==> src/rtl/telemetry_tx_scheduler.sv <==
// Telemetry frame scheduler for a byte-wide UART.
// Emits a 7-byte periodic telemetry frame every PERIOD_CYCLES while enabled and
// interleaves 3-byte event frames requested through a req/ack handshake.
// Each byte is strobed once the UART is idle. The FSM then tracks the UART busy
// flag through its rising and falling edges. Each edge wait is bounded by
// BUSY_TIMEOUT so that a dead UART cannot lock up the scheduler.

module telemetry_tx_scheduler #(
  parameter int PERIOD_CYCLES = 2500000,
  parameter int BUSY_TIMEOUT  = 50000
) (
  input  logic       CLOCK_50,
  input  logic       reset,
  input  logic       enable,
  input  logic [7:0] heart_rate,
  input  logic [7:0] heart_cap,
  input  logic [7:0] speed,
  input  logic [9:0] angle,
  input  logic       evt_req,
  input  logic [7:0] evt_code,
  output logic       evt_ack,
  input  logic       is_transmitting,
  output logic       transmit,
  output logic [7:0] tx_byte,
  output logic       frame_active,
  output logic       timeout_err
);

  localparam int TIMER_W = (PERIOD_CYCLES > 1) ? $clog2(PERIOD_CYCLES) : 1;
  localparam int TOUT_W  = $clog2(BUSY_TIMEOUT + 1);
  localparam logic [TIMER_W-1:0] TIMER_LAST = TIMER_W'(PERIOD_CYCLES - 1);
  localparam logic [TOUT_W-1:0]  TOUT_LAST  = TOUT_W'(BUSY_TIMEOUT - 1);
  localparam logic [7:0] PERIODIC_SYNC = 8'hA5;
  localparam logic [7:0] EVENT_SYNC    = 8'h5A;
  localparam logic [2:0] PERIODIC_LAST = 3'd6;
  localparam logic [2:0] EVENT_LAST    = 3'd2;

  typedef enum logic [2:0] {
    IDLE      = 3'd0,
    LOAD      = 3'd1,
    SEND      = 3'd2,
    WAIT_BUSY = 3'd3,
    WAIT_DONE = 3'd4,
    NEXT      = 3'd5
  } schedState_t;

  schedState_t        state_r;
  schedState_t        stateNext_s;
  logic [TIMER_W-1:0] periodTimer_r;
  logic               periodicPending_r;
  logic               lastWasEvent_r;
  logic               frameIsEvent_r;
  logic [7:0]         evtCode_r;
  logic [7:0]         frameBuf_r [8];
  logic [2:0]         lastIdx_r;
  logic [2:0]         byteIdx_r;
  logic [TOUT_W-1:0]  timeoutCnt_r;
  logic               terminalCount_s;
  logic               acceptEvent_s;
  logic               acceptPeriodic_s;
  logic               accept_s;
  logic               loadTx_s;
  logic               timeout_s;
  logic               transmit_r;
  logic [7:0]         txByte_r;
  logic               evtAck_r;
  logic               frameActive_r;
  logic               timeoutErr_r;

  // Additive checksum over the five telemetry payload bytes, wrapping at 8 bits.
  function automatic logic [7:0] frameChecksum(
    input logic [7:0] b1,
    input logic [7:0] b2,
    input logic [7:0] b3,
    input logic [7:0] b4,
    input logic [7:0] b5
  );
    frameChecksum = b1 + b2 + b3 + b4 + b5;
  endfunction

  assign terminalCount_s = enable && (periodTimer_r == TIMER_LAST);
  assign accept_s        = acceptEvent_s | acceptPeriodic_s;

  // Next-state logic: arbitration, byte pacing and busy-edge timeout handling.
  always_comb begin
    stateNext_s      = state_r;
    acceptEvent_s    = 1'b0;
    acceptPeriodic_s = 1'b0;
    loadTx_s         = 1'b0;
    timeout_s        = 1'b0;
    case (state_r)
      IDLE: begin
        if (enable) begin
          // Events win unless the previous frame was an event and a periodic frame waits.
          if (evt_req && !(periodicPending_r && lastWasEvent_r)) begin
            stateNext_s   = LOAD;
            acceptEvent_s = 1'b1;
          end else if (periodicPending_r) begin
            stateNext_s      = LOAD;
            acceptPeriodic_s = 1'b1;
          end else begin
            stateNext_s = IDLE;
          end
        end else begin
          stateNext_s = IDLE;
        end
      end
      LOAD: begin
        stateNext_s = SEND;
      end
      SEND: begin
        if (!is_transmitting) begin
          stateNext_s = WAIT_BUSY;
          loadTx_s    = 1'b1;
        end else begin
          stateNext_s = SEND;
        end
      end
      WAIT_BUSY: begin
        if (is_transmitting) begin
          stateNext_s = WAIT_DONE;
        end else if (timeoutCnt_r == TOUT_LAST) begin
          stateNext_s = IDLE;
          timeout_s   = 1'b1;
        end else begin
          stateNext_s = WAIT_BUSY;
        end
      end
      WAIT_DONE: begin
        if (!is_transmitting) begin
          stateNext_s = NEXT;
        end else if (timeoutCnt_r == TOUT_LAST) begin
          stateNext_s = IDLE;
          timeout_s   = 1'b1;
        end else begin
          stateNext_s = WAIT_DONE;
        end
      end
      NEXT: begin
        if (byteIdx_r == lastIdx_r) begin
          stateNext_s = IDLE;
        end else begin
          stateNext_s = SEND;
        end
      end
      default: begin
        stateNext_s = IDLE;
      end
    endcase
  end

  // State register.
  always_ff @(posedge CLOCK_50) begin
    if (reset) begin
      state_r <= IDLE;
    end else begin
      state_r <= stateNext_s;
    end
  end

  // Period timer and pending flag; a new terminal count beats the LOAD-time clear.
  always_ff @(posedge CLOCK_50) begin
    if (reset) begin
      periodTimer_r     <= '0;
      periodicPending_r <= 1'b0;
    end else if (!enable) begin
      periodTimer_r     <= '0;
      periodicPending_r <= 1'b0;
    end else begin
      periodTimer_r <= terminalCount_s ? '0 : periodTimer_r + TIMER_W'(1);
      if (terminalCount_s) begin
        periodicPending_r <= 1'b1;
      end else if ((state_r == LOAD) && !frameIsEvent_r) begin
        periodicPending_r <= 1'b0;
      end else begin
        periodicPending_r <= periodicPending_r;
      end
    end
  end

  // Frame selection bookkeeping captured at the moment a frame is accepted.
  always_ff @(posedge CLOCK_50) begin
    if (reset) begin
      lastWasEvent_r <= 1'b0;
      frameIsEvent_r <= 1'b0;
      evtCode_r      <= 8'h00;
    end else if (accept_s) begin
      lastWasEvent_r <= acceptEvent_s;
      frameIsEvent_r <= acceptEvent_s;
      evtCode_r      <= acceptEvent_s ? evt_code : evtCode_r;
    end else begin
      lastWasEvent_r <= lastWasEvent_r;
      frameIsEvent_r <= frameIsEvent_r;
      evtCode_r      <= evtCode_r;
    end
  end

  // Frame snapshot built in LOAD; its contents do not change until the next LOAD.
  always_ff @(posedge CLOCK_50) begin
    if (reset) begin
      for (int i = 0; i < 8; i++) begin
        frameBuf_r[i] <= 8'h00;
      end
      lastIdx_r <= 3'd0;
    end else if (state_r == LOAD) begin
      if (frameIsEvent_r) begin
        frameBuf_r[0] <= EVENT_SYNC;
        frameBuf_r[1] <= evtCode_r;
        frameBuf_r[2] <= ~evtCode_r;
        frameBuf_r[3] <= 8'h00;
        frameBuf_r[4] <= 8'h00;
        frameBuf_r[5] <= 8'h00;
        frameBuf_r[6] <= 8'h00;
        lastIdx_r     <= EVENT_LAST;
      end else begin
        frameBuf_r[0] <= PERIODIC_SYNC;
        frameBuf_r[1] <= heart_rate;
        frameBuf_r[2] <= heart_cap;
        frameBuf_r[3] <= {6'b000000, angle[9:8]};
        frameBuf_r[4] <= angle[7:0];
        frameBuf_r[5] <= speed;
        frameBuf_r[6] <= frameChecksum(heart_rate, heart_cap,
                                       {6'b000000, angle[9:8]}, angle[7:0], speed);
        lastIdx_r     <= PERIODIC_LAST;
      end
      frameBuf_r[7] <= 8'h00;
    end else begin
      frameBuf_r <= frameBuf_r;
      lastIdx_r  <= lastIdx_r;
    end
  end

  // Byte index: zero while idle, advanced in NEXT when more bytes remain.
  always_ff @(posedge CLOCK_50) begin
    if (reset) begin
      byteIdx_r <= 3'd0;
    end else if (state_r == IDLE) begin
      byteIdx_r <= 3'd0;
    end else if ((state_r == NEXT) && (stateNext_s == SEND)) begin
      byteIdx_r <= byteIdx_r + 3'd1;
    end else begin
      byteIdx_r <= byteIdx_r;
    end
  end

  // Busy-edge watchdog: counts cycles spent in a wait state, cleared on every entry.
  always_ff @(posedge CLOCK_50) begin
    if (reset) begin
      timeoutCnt_r <= '0;
    end else if (((state_r == WAIT_BUSY) || (state_r == WAIT_DONE)) &&
                 (stateNext_s == state_r)) begin
      timeoutCnt_r <= timeoutCnt_r + TOUT_W'(1);
    end else begin
      timeoutCnt_r <= '0;
    end
  end

  // Registered outputs derived from the upcoming state and the transition strobes.
  always_ff @(posedge CLOCK_50) begin
    if (reset) begin
      transmit_r    <= 1'b0;
      txByte_r      <= 8'h00;
      evtAck_r      <= 1'b0;
      frameActive_r <= 1'b0;
      timeoutErr_r  <= 1'b0;
    end else begin
      transmit_r    <= loadTx_s;
      txByte_r      <= loadTx_s ? frameBuf_r[byteIdx_r] : txByte_r;
      evtAck_r      <= acceptEvent_s;
      frameActive_r <= (stateNext_s != IDLE);
      timeoutErr_r  <= timeout_s;
    end
  end

  assign transmit     = transmit_r;
  assign tx_byte      = txByte_r;
  assign evt_ack      = evtAck_r;
  assign frame_active = frameActive_r;
  assign timeout_err  = timeoutErr_r;

endmodule

==> config.mk <==
export PLATFORM = sky130hd
export DESIGN_NAME = telemetry_tx_scheduler
export DESIGN_NICKNAME = d
export VERILOG_FILES = /design/src/rtl/telemetry_tx_scheduler.sv
export SDC_FILE = /design/constraint.sdc
export NUM_CORES = 1
export LEC_CHECK = 0
export CAP_MARGIN = 40
export CORE_MARGIN = 4
export CORE_UTILIZATION = 57
export DETAILED_ROUTE_END_ITERATION = 16
export GPL_TIMING_DRIVEN = 0
export HOLD_SLACK_MARGIN = 0.08
export PLACE_DENSITY = 0.8
export RECOVER_POWER = 100
export SKIP_LAST_GASP = 1
export SLEW_MARGIN = 15
export SYNTH_ARGS = -nofsm -noshare
export SYNTH_HDL_FRONTEND = slang
export SYNTH_SLANG_ARGS = --single-unit
==> constraint.sdc <==
create_clock -name CLOCK_50 -period 4.4 [get_ports CLOCK_50]
set_input_delay 1.32 -clock CLOCK_50 [delete_from_list [all_inputs] [get_ports CLOCK_50]]
set_output_delay 1.32 -clock CLOCK_50 [all_outputs]
set_load 0.05 [all_outputs]
# ---- Word level (Yosys, flattened, before mapping)
# Cells that the tools add are included.
dict set report classes {
  n_addsub 7
  n_lt_le_gt_ge 1
  n_eq_ne 10
  muxes 30
  bitwise_logic 5
  n_reduce_logical 17
}
# operator count
set op_table {}
lappend op_table {{$mux 56} 1}
lappend op_table {{$add 8x8->8} 3}
lappend op_table {{$bmux 8 s3} 1}
lappend op_table {{$add 22x1->22 const B} 1}
lappend op_table {{$eq 22x22->1 const B} 1}
lappend op_table {{$pmux 3 s6} 1}
lappend op_table {{$mux 1} 17}
lappend op_table {{$add 16x1->16 const B} 1}
lappend op_table {{$eq 16x16->1 const B} 1}
lappend op_table {{$mux 8} 2}
lappend op_table {{$mux 3} 5}
lappend op_table {{$eq 3x2->1 const B} 3}
lappend op_table {{$add 8x2->8} 1}
lappend op_table {{$not 8->8} 1}
lappend op_table {{$eq 3x3->1} 2}
lappend op_table {{$eq 3x3->1 const B} 2}
lappend op_table {{$logic_and 1x1->1} 6}
lappend op_table {{$reduce_or 2->1} 3}
lappend op_table {{$ge 4x4->1 const B} 1}
lappend op_table {{$mux 2} 2}
lappend op_table {{$not 3->4} 1}
lappend op_table {{$add 3x1->3 const B} 1}
lappend op_table {{$eq 3x1->1 const B} 1}
lappend op_table {{$logic_not 3->1} 1}
lappend op_table {{other kinds (9)} 11}
dict set report word_totals {
  regBits 125
  input_bits 47
  out_inout_bits 12
  word_cells 90
}

# ---- Logic depth before layout (Yosys ltp)
# Gate-level depths: netlist of the first run.
dict set report logic_depth {
  ltp_word 10
  mapped_depth 10
  depth_no_buf 10
}

# ---- Worst setup path before layout of the first run
# No wires, ideal clock.
dict set report synth_path {
  path_kind {input port to flip-flop}
  startpoint {input heart_rate[0]}
  endpoint {register frameBuf_r[14] in the netlist's numbering}
  setup_ns 0.122
  t_arrival_ns 3.796
  t_required_ns 4.278
  path_slack_ns 0.482
  path_stages 9
  path_buffers 0
  cell_sequence {fa_1 inv_1 fa_1 fa_1 fa_1 nor2b_1 o31a_1 o21ai_0 a311o_1}
}
dict set report synth_between {
  elab_chain_len 5
}
# item line
set synth_rtl {}
lappend synth_rtl {{start, declared} 15} ;# input logic [7:0] heart_rate,
lappend synth_rtl {{$add 8x8->8} 78} ;# frameChecksum = b1 + b2 + b3 + b4 + b5;
lappend synth_rtl {{$add 8x2->8} 78}
lappend synth_rtl {{$add 8x8->8 (2 in series)} 78}
lappend synth_rtl {{$mux 56} 206} ;# if (frameIsEvent_r) begin
lappend synth_rtl {{end signal, assigned} 228} ;# frameBuf_r <= frameBuf_r;
lappend synth_rtl {{end, declared} 54} ;# logic [7:0] frameBuf_r [8];
# No other way between the ends.
# A chain may end at the register's enable or synchronous reset.

# ---- Worst setup path after layout of the first run
dict set report layout_path {
  startpoint {input heart_rate[0]}
  endpoint {register frameBuf_r[12] in the netlist's numbering}
}
# The elaborated chain is that of the path after synthesis.

==> results of run 1 <==
layer usage:
layer | global-route usage [%] | share of wire, % | vias to the layer above
met2 | 41.21 | 47 | 205
met4 | 8.837 | 2.0 | 0
li1 | - | - | 2358
met1 | 32.41 | 42 | 2307
met5 | 0 | 0 | -
met3 | 4.657 | 8.3 | 32
final cells by class:
type                       instances  area [µm²]
multi-input combinational        454        3128
sequential                       111        2222
inverter                          53       198.9
timing repair buffer              58       580.6
clock buffer                      11       151.4
buffer                            37       158.9
clock inverter                     5       65.06
tap                              133       166.4
fill                             840        3103
state kept, by name, indices dropped and copies added (netlist names):
name	flops
byteIdx_r	3
tx_byte	8
state_r	3
timeoutCnt_r	16
frameIsEvent_r	1
evt_ack	1
periodTimer_r	22
timeout_err	1
evtCode_r	8
lastIdx_r	1
periodicPending_r	1
frameBuf_r	44
frame_active	1
transmit	1
metrics by stage:
stage / cell area (µm²) / power [µW] / util, %
6_report: 6671 / 2138 / 68.25
5_1_grt: 6671 / 2236 / 68.25
4_1_cts: 6683 / 2138 / 68.37
3_5_place_dp: 6466 / 1493 / 66.15
3_3_place_gp: 6466 / 1479 / 66.15
2_1_floorplan: 5719 / 1358 / -
kinds of logic after synthesis:
family | after synthesis | synth area share, %
muxes | 41 | 8.926
adders and majority gates | 25 | 7.570
buffers and inverters | 90 | 6.563
xor gates and xnor gates | 44 | 6.738
DFF | 111 | 38.85
AOI/OAI and AO/OA | 91 | 9.954
and+or+nand+nor | 253 | 21.40
tightest hold or removal path, stage by stage, from the launching register on:
cell and delay (ns):
dfxtp_1 0.32, nand2_1 0.05, a21oi_1 0.05
synth_stat cells, drive strengths merged, types with 12 or more instances:
cell / n / area share, %
nor3: 33 / 2.9
clkbuf: 19 / 1.2
fa: 16 / 5.6
mux2i: 33 / 5.8
xor2: 18 / 2.8
xnor2: 26 / 4.0
inv: 53 / 3.5
nand3: 12 / 1.1
a21oi: 38 / 3.3
o21ai: 13 / 1.1
nor2: 112 / 7.4
nand2: 37 / 2.4
dfxtp: 111 / 39
buf: 18 / 1.8
placed cells by master (no fill, tap or decap), types with 3 or more instances in the layout:
| cell type | Yosys | layout |
|---|---|---|
| nand2_1 | 37 | 37 |
| clkbuf_8 | 0 | 11 |
| a21oi_1 | 38 | 38 |
| nand4_1 | 11 | 11 |
| nor3_1 | 33 | 33 |
| nor2b_1 | 4 | 4 |
| ha_1 | 9 | 9 |
| fa_1 | 16 | 16 |
| and3_2 | 4 | 4 |
| and3_1 | 5 | 5 |
| nand3b_1 | 6 | 6 |
| dlygate4sd3_1 | 0 | 15 |
| nand3_1 | 12 | 12 |
| a211oi_1 | 11 | 11 |
| clkdlybuf4s50_1 | 0 | 43 |
| clkbuf_1 | 19 | 24 |
| o21a_1 | 3 | 3 |
| o21ai_0 | 13 | 13 |
| dfxtp_1 | 111 | 111 |
| nor4_1 | 5 | 5 |
| nor2_1 | 112 | 112 |
| xor2_1 | 18 | 18 |
| and4_1 | 4 | 4 |
| inv_1 | 53 | 53 |
| or3_1 | 3 | 3 |
| mux2i_1 | 33 | 33 |
| mux4_2 | 8 | 8 |
| o211ai_1 | 11 | 11 |
| buf_2 | 12 | 10 |
| xnor2_1 | 26 | 26 |
power groups by stage:
| stage | Sequential [µW] | Combinational [µW] | Clock [µW] |
|---|---|---|---|
| floorplan | 1080 | 273 | 0 |
| global placement | 1080 | 397 | 0 |
| detailed placement | 1080 | 408 | 0 |
| CTS | 1060 | 412 | 664 |
| global route | 1070 | 466 | 704 |
| finish | 1060 | 423 | 653 |
how the worst max path moves through the flow:
stage                             start                     endpoint  slack [ns]
after floorplan           heart_rate[0]  frameBuf_r[14]$_SDFFE_PP0N_        0.48
after detailed placement  heart_rate[0]  frameBuf_r[12]$_SDFFE_PP0N_       -0.38
after CTS                 heart_rate[0]  frameBuf_r[12]$_SDFFE_PP0N_        0.03
after global routing      heart_rate[0]  frameBuf_r[12]$_SDFFE_PP0N_      -0.003
after global placement    heart_rate[0]  frameBuf_r[12]$_SDFFE_PP0N_       -0.33
final                     heart_rate[0]  frameBuf_r[12]$_SDFFE_PP0N_        0.16
==> flow_summary.toml, run 1 <==
[timing]
hold_violations = 0
fin_skew_ns = 0.01464
setup_viol = 0
fin_hold_ws_ns = 0.4544
max_freq_ghz = 0.2356
fin_ws_ns = 0.1564
period_share_pct = 96.45
fin_crit_ns = 4.244
worstMarginPinSlew_ns = 0.7516
slew_headroom_pct = 49.89
fin_tns_setup_ns = 0
timing.final.max_slew_violations = 0

[worst_setup_path]
reg2reg_depth = 7
worst-path-stages = 11
path_cells = "clkdlybuf4s50_1 -> fa_1 -> inv_1 -> fa_1 -> fa_1 -> fa_1 -> nor2b_1 -> o21ai_0 -> a2111oi_2 -> a21oi_1 -> nor2_1"
reg2reg_setup_slack_ns = 2.12
path_class = "input pin to register"
crit_family = "adder cells"
r2r_start = "timeoutCnt_r[0]$_SDFF_PP0_"
worstPathArrival_ns = 4.58
start_kind = "input pin"
required_ns = 4.74
worst-path-buf-inv = 2
critPathMaxFanout = 3
endpoint_kind = "register"
slowest_stage = "fa_1"
max_stage_delay_ns = 0.54
reg2reg_to = "timeoutCnt_r[15]$_SDFF_PP0_"
path_common_cell = "fa_1"

[synth]
yosys_warnings = 0
seq_area_frac_synth_pct = 38.85
synthCells = 655
synth_nets = 727
synthFlopType = "dfxtp_1"
synth-edff-count = 0
avgSynthCellArea_um2 = 8.732
synth_area_mm2 = 0.005719
async_reset_ff_share_pct = 0
yosysUniqueCellTypes = 55
yosys_register_bits = 111

[cells_and_area]
final_net_count = 796
layout-drive-gt1-share_pct = 6.310
syn_to_final_growth_pct = 16.65
antenna_cells = 0
layout.cells.non_filler = 862

[global_route]
grt_max_degree = 19
grt_pass1_wl_mm = 22.63
track_usage_pct = 24.81
first_global_vias = 4680
grt-ovfl-total = 0
antenna_found_initial = 0

[cts]
cts_buffer_depth = 2
clock_sinks = 111
post_cts_buffers = 0
worstSkewPairLatency_ns = 0.40
post_cts_resized = 0
cts_tree = "yes"
hold_buffers = 0
cts.clk_slew.worst_paths_ns = 0.11
numCtsBuffers = 9
ctsRootBufferMaster = "clkbuf_8"
htreeDepth = 3

[die]
die_x_um = 108.2
pin_count = 59
rows = 36
core-area_mm2 = 0.009774
die_area_mm2 = 0.01170
die_y_um = 108.2
initial_core_util_pct = 58.51

[power]
power.density_mw_per_mm2 = 320.5
p_sw_share_pct = 28.81
pwr-share-seq_pct = 49.7
p_int_uw = 1522
p_clk_share_pct = 30.5
ir_drop_mv = 0.2100
combPwrFrac_pct = 19.8
p_leak_uw = 0.002451
p_switching_uw = 615.9

[worst_hold_path]
min_from = "tx_byte[3]$_SDFFE_PP0P_"
min_to = "tx_byte[3]$_SDFFE_PP0P_"
holdPathStages = 2
hold_path.class = "register to register"

[routing]
wl_per_cell_um = 16.16
ant_nets = 0
drt-initial-drc-count = 447
routed_wl_mm = 13.93
drtPass1Iterations = 5
routed-via-count = 4902
vias_per_cell = 5.687
drcViolationCount = 0

[place]
hpwlAfterDp_mm = 10.38
globalplace.congestion = 0.9418
dp_slack_ns = -0.3793
place_inst = 846
io_buffers = 58

[status]
outcome = "finished, final reports clean"

[run]
cap_viol_max_count = 0
Note: power is estimated with default switching activity, not from simulation.
==> run 2: changes to the inputs <==
--- a/config.mk
+++ b/config.mk
@@ -6,15 +6,16 @@
 export NUM_CORES = 1
 export LEC_CHECK = 0
 export CAP_MARGIN = 40
-export CORE_MARGIN = 4
+export CORE_MARGIN = 2
 export CORE_UTILIZATION = 57
+export CTS_CLUSTER_SIZE = 24
 export DETAILED_ROUTE_END_ITERATION = 16
 export GPL_TIMING_DRIVEN = 0
 export HOLD_SLACK_MARGIN = 0.08
 export PLACE_DENSITY = 0.8
 export RECOVER_POWER = 100
 export SKIP_LAST_GASP = 1
-export SLEW_MARGIN = 15
+export SLEW_MARGIN = 30
 export SYNTH_ARGS = -nofsm -noshare
 export SYNTH_HDL_FRONTEND = slang
 export SYNTH_SLANG_ARGS = --single-unit
==> run 2 against run 1 <==
  * Largest power group unchanged
  * Clock skew is 0.0069 ns lower
  * Total power is 4.2% lower
  * Sequential share of layout area is 0.19 points higher
  * Flip-flop and latch count stayed put
  * Highest routed layer unchanged
  * Critical path type unchanged
  * Cell count stayed put
  * First-iteration DRC count is 22% lower
==> flow_summary.toml, run 2 (synthesis results as in run 1) <==
[worst_setup_path]
max_stage_delay_ns = 0.55
path_cells = "clkdlybuf4s50_1 -> fa_1 -> inv_1 -> fa_1 -> fa_2 -> fa_1 -> nor2b_2 -> o21ai_0 -> a2111oi_2 -> a21oi_1 -> nor2_1"
reg2reg_setup_slack_ns = 2.16
path_class = "input pin to register"
path_common_cell = "fa_1"
start_kind = "input pin"
required_ns = 4.74
worstPathArrival_ns = 4.55
endpoint_kind = "register"
slowest_stage = "fa_1"
critPathMaxFanout = 3

[cts]
clock_sinks = 111
htreeDepth = 3
ctsRootBufferMaster = "clkbuf_8"
hold_buffers = 0
cts_tree = "yes"
cts.clk_slew.worst_paths_ns = 0.10
numCtsBuffers = 9
worstSkewPairLatency_ns = 0.40
cts_buffer_depth = 2

[power]
p_leak_uw = 0.002437
power.density_mw_per_mm2 = 308.9
finalPower_uw = 2049
ir_drop_mv = 0.2480

[die]
die_y_um = 104.2
pin_count = 59
core-area_mm2 = 0.009774
rows = 36
die_x_um = 104.2
die_area_mm2 = 0.01085
initial_core_util_pct = 58.51

[routing]
routed-via-count = 4885
routed_wl_mm = 13.67
wl_per_cell_um = 15.86
drcViolationCount = 0
vias_per_cell = 5.667
ant_nets = 0
drt-initial-drc-count = 350
drtPass1Iterations = 5

[timing]
worstMarginPinSlew_ns = 0.7296
fin_ws_ns = 0.1918
max_freq_ghz = 0.2376
timing.final.max_slew_violations = 0
hold_violations = 0
fin_tns_setup_ns = 0
setup_viol = 0
rsz0062_at_grt = "false"
period_share_pct = 95.64
fin_skew_ns = 0.007720
slew_headroom_pct = 51.36
fin_crit_ns = 4.208

[cells_and_area]
top_regs = "frameBuf_r x44, periodTimer_r x22, timeoutCnt_r x16"
layout-drive-gt1-share_pct = 6.447
layout_commonest_cell = "nor2_1"
antenna_cells = 0
top_register = "frameBuf_r"
final_area_mm2 = 0.006633
final_net_count = 796
layout.cells.non_filler = 862
largest_reg_flops = 44
syn_to_final_growth_pct = 15.97
final_cell_mix = "nor2_1 (112), dfxtp_1 (111), inv_1 (53)"

[place]
dp_slack_ns = -0.4314
place_inst = 846
hpwlAfterDp_mm = 10.55
globalplace.congestion = 0.9481
placed_cell_area_mm2 = 0.006466
io_buffers = 58

[global_route]
grt_max_degree = 18
grt-ovfl-total = 0
track_usage_pct = 26.51
antenna_found_initial = 0
first_global_vias = 4796
grt_pass1_wl_mm = 22.68

[status]
outcome = "finished, final reports clean"

[run]
cap_viol_max_count = 0

[worst_hold_path]
hold_path.class = "register to register"
## run 2: cell type report
| cell class | count | area (µm²) |
|---|---|---|
| Fill cell | 807 | 3142 |
| Multi-Input combinational cell | 454 | 3133 |
| Sequential cell | 111 | 2222 |
| Timing Repair Buffer | 58 | 580.6 |
| Inverter | 53 | 198.9 |
| Tap cell | 133 | 166.4 |
| Buffer | 37 | 158.9 |
| Clock buffer | 11 | 141.4 |
| Clock inverter | 5 | 31.28 |
## run 2: what timing repair did
action | in CTS | in global routing
pin swaps | 0 | 1
gates resized for setup | 1 | 3
setup endpoints to repair | 1 | 1
buffers inserted | 0 | 0
## run 2: path summary, 6_finish.rpt
kind,start,end,depth (start not counted)
setup / recovery,heart_rate[0],frameBuf_r[12]$_SDFFE_PP0N_,11
hold / removal,tx_byte[2]$_SDFFE_PP0P_,tx_byte[2]$_SDFFE_PP0P_,2
setup reg to reg,timeoutCnt_r[0]$_SDFF_PP0_,timeoutCnt_r[12]$_SDFF_PP0_,7
hold reg to reg,tx_byte[2]$_SDFFE_PP0P_,tx_byte[2]$_SDFFE_PP0P_,2
## run 2: per-stage QoR
step           utilization [%]  hold WS, ns
5_1_grt                  67.86       0.4715
2_1_floorplan                -       0.4287
3_5_place_dp             66.15       0.4457
6_report                 67.86       0.4519
4_1_cts                  67.93       0.4590
3_3_place_gp             66.15       0.4393
## run 2: power breakdown
| group | internal [µW] | switching, µW |
|---|---|---|
| sequential | 1040 | 23.1 |
| clock | 221 | 344 |
| combinational | 185 | 236 |
| total | 1450 | 604 |
## run 2: worst max-delay path: cells and delay by family
family / cells / cell delay, ns
buffers and inverters: 2 / 0.50
adder cells (fa/ha/maj): 4 / 1.79
AO/OA/AOI/OAI: 3 / 0.67
AND/OR/NAND/NOR: 2 / 0.27
## run 2: per-layer routing
metal / routed length, µm / vias up / global-route usage [%]
li1: - / 2364 / -
met1: 5710 / 2301 / 32.22
met2: 6603 / 192 / 44.13
met3: 1042 / 28 / 7.393
met4: 316 / 0 / 11.39
met5: 0 / - / 0
==> run 3: changes to the inputs <==
--- a/config.mk
+++ b/config.mk
@@ -5,6 +5,7 @@
 export SDC_FILE = /design/constraint.sdc
 export NUM_CORES = 1
 export LEC_CHECK = 0
+export ABC_AREA = 1
 export CAP_MARGIN = 40
 export CORE_MARGIN = 2
 export CORE_UTILIZATION = 57
@@ -12,6 +13,7 @@
 export DETAILED_ROUTE_END_ITERATION = 16
 export GPL_TIMING_DRIVEN = 0
 export HOLD_SLACK_MARGIN = 0.08
+export MAX_ROUTING_LAYER = met4
 export PLACE_DENSITY = 0.8
 export RECOVER_POWER = 100
 export SKIP_LAST_GASP = 1
==> run 3 against run 2 <==
  * First-iteration DRC count increased by 35%
  * Clock-buffer cell count unchanged
  * Total power increased by 9.3%
  * Via count is 15% higher
  * Clock power increased by 23%
  * Fmax grew 3.0%
  * Sequential power is essentially flat
  * Non-clock buffer count decreased by 9
  * Critical path type unchanged
  * Largest cell class unchanged
==> flow_summary.toml, run 3 <==
[cells_and_area]
layout_commonest_cell = "nand2_1"
top_register = "frameBuf_r"
num-fill-cells = 859
layout-drive-gt1-share_pct = 4.372
final_net_count = 959
largest_reg_flops = 44
syn_to_final_growth_pct = 15.17
final_cell_mix = "nand2_1 (172), inv_1 (129), dfxtp_1 (111)"
layout.cells.non_filler = 1028
top_regs = "frameBuf_r x44, periodTimer_r x22, timeoutCnt_r x16"
antenna_cells = 0

[cts]
post_cts_buffers = 0
worstSkewPairLatency_ns = 0.39
hold_buffers = 0
post_cts_resized = 0
ctsRootBufferMaster = "clkbuf_8"
htreeDepth = 3
cts_buffer_depth = 2
cts_tree = "yes"
cts.clk_slew.worst_paths_ns = 0.09
numCtsBuffers = 9
clock_sinks = 111

[die]
core-area_mm2 = 0.01023
pin_count = 59
die_x_um = 106.0
initial_core_util_pct = 57.97
die_area_mm2 = 0.01124
rows = 37
die_y_um = 106.0

[routing]
routed_wl_mm = 14.94
routed-via-count = 5599
wl_per_cell_um = 14.53
ant_nets = 0
vias_per_cell = 5.446
drtPass1Iterations = 5
drcViolationCount = 0
drt-initial-drc-count = 474

[power]
power.density_mw_per_mm2 = 327.8
p_leak_uw = 0.002683
ir_drop_mv = 0.2815

[synth]
yosys_register_bits = 111
async_reset_ff_share_pct = 0
synth_area_leaders = "dfxtp_1 (37%), nand2_1 (11%), inv_1 (8.1%), a21oi_1 (6.0%), fa_1 (5.4%)"
synth_top_cells_by_count = "nand2_1 (171), inv_1 (128), dfxtp_1 (111), nor2_1 (76), a21oi_1 (71)"
synth.most_common_cell = "nand2_1"
avgSynthCellArea_um2 = 7.241
synth_top_area_cell = "dfxtp_1"
synthFlopType = "dfxtp_1"
yosysUniqueCellTypes = 39
seq_area_frac_synth_pct = 37.47
yosys_warnings = 0
synthCells = 819
synth_area_mm2 = 0.005931
synth-edff-count = 0
synth_top_area_share_pct = 37.47
synth_nets = 891

[timing]
setup_viol = 0
fin_crit_ns = 4.086
worstMarginPinSlew_ns = 0.6866
max_freq_ghz = 0.2447
hold_violations = 0
slew_headroom_pct = 54.23
fin_ws_ns = 0.3142
fin_skew_ns = 0.01141
period_share_pct = 92.86
timing.final.max_slew_violations = 0
fin_tns_setup_ns = 0
rsz0062_at_grt = "false"
fin_hold_ws_ns = 0.4640

[global_route]
grt_max_degree = 18
antenna_found_initial = 0
grt-ovfl-total = 0
grt_pass1_wl_mm = 24.91
first_global_vias = 5413
track_usage_pct = 28.81

[worst_hold_path]
hold_path.class = "register to register"

[worst_setup_path]
required_ns = 4.65
critPathMaxFanout = 2
path_class = "input pin to register"
worstPathArrival_ns = 4.34
start_kind = "input pin"
endpoint_kind = "register"

[run]
cap_viol_max_count = 0

[place]
io_buffers = 57
hpwlAfterDp_mm = 11.48
globalplace.congestion = 0.9805
dp_slack_ns = 0.05850
place_inst = 1012

[status]
outcome = "finished, final reports clean"
==> run 3: path summary, 6_finish.rpt <==
check                                   from                     endpoint  cells after the start  slack [ns]
hold / removal     evtCode_r[3]$_SDFFE_PP0P_    evtCode_r[3]$_SDFFE_PP0P_                      2        0.46
setup / recovery               heart_rate[0]  frameBuf_r[14]$_SDFFE_PP0N_                     12        0.31
setup reg to reg  timeoutCnt_r[0]$_SDFF_PP0_   timeoutCnt_r[1]$_SDFF_PP0_                      9        2.10
hold reg to reg    evtCode_r[3]$_SDFFE_PP0P_    evtCode_r[3]$_SDFFE_PP0P_                      2        0.46
==> run 3: cell type report <==
type                    instances  area [µm²]  share of cell area, %
multi-input cells             548        3019                  44.20
flip-flops and latches        111        2222                  32.53
repair buffers                 57       570.5                  8.353
inverters                     131       491.7                  7.199
well taps                     136       170.2                  2.491
clock buffers                  11       151.4                  2.217
plain buffers                  29       125.1                  1.832
clock inverters                 5       80.08                  1.172
==> run 3: cells by family after synthesis <==
logic type	share of synthesized area, %
AOI/OAI and AO/OA	14.66
xor gates and xnor gates	3.544
buffers and inverters	11.08
DFF	37.47
and+or+nand+nor	25.95
adders and majority gates	7.300
==> run 3: through the flow <==
step                      instance area (µm²)  total power, µW  utilization (%)
after detailed placement                 6671             1566            65.21
after floorplan                          5931             1413                -
after CTS                                6903             2250            67.47
after global routing                     6830             2343            66.76
after global placement                   6671             1551            65.21
final                                    6830             2239            66.76
==> run 3: worst max-delay path, stage by stage <==
cell and delay [ns]:
dlygate4sd3_1 0.58, fa_1 0.54, inv_1 0.05, fa_1 0.45, fa_1 0.41, fa_1 0.44
inv_1 0.11, nand4_1 0.10, nand3_1 0.10, a21oi_1 0.06, o21ai_0 0.08, a21oi_1 0.08
==> run 3: routing by layer <==
layer | vias up | GRT usage (%) | routed length (µm)
met2 | 225 | 45.90 | 6955
met3 | 38 | 6.376 | 1081
met4 | 0 | 8.553 | 371
met5 | - | - | 0
li1 | 2762 | - | -
met1 | 2574 | 37.03 | 6527
==> run 3: where the power goes <==
| group | internal (µW) | leakage [µW] | switching (µW) |
|---|---|---|---|
| combinational | 181 | 0.00167 | 286 |
| sequential | 1050 | 0.000900 | 24.6 |
| clock | 351 | 0.000112 | 346 |
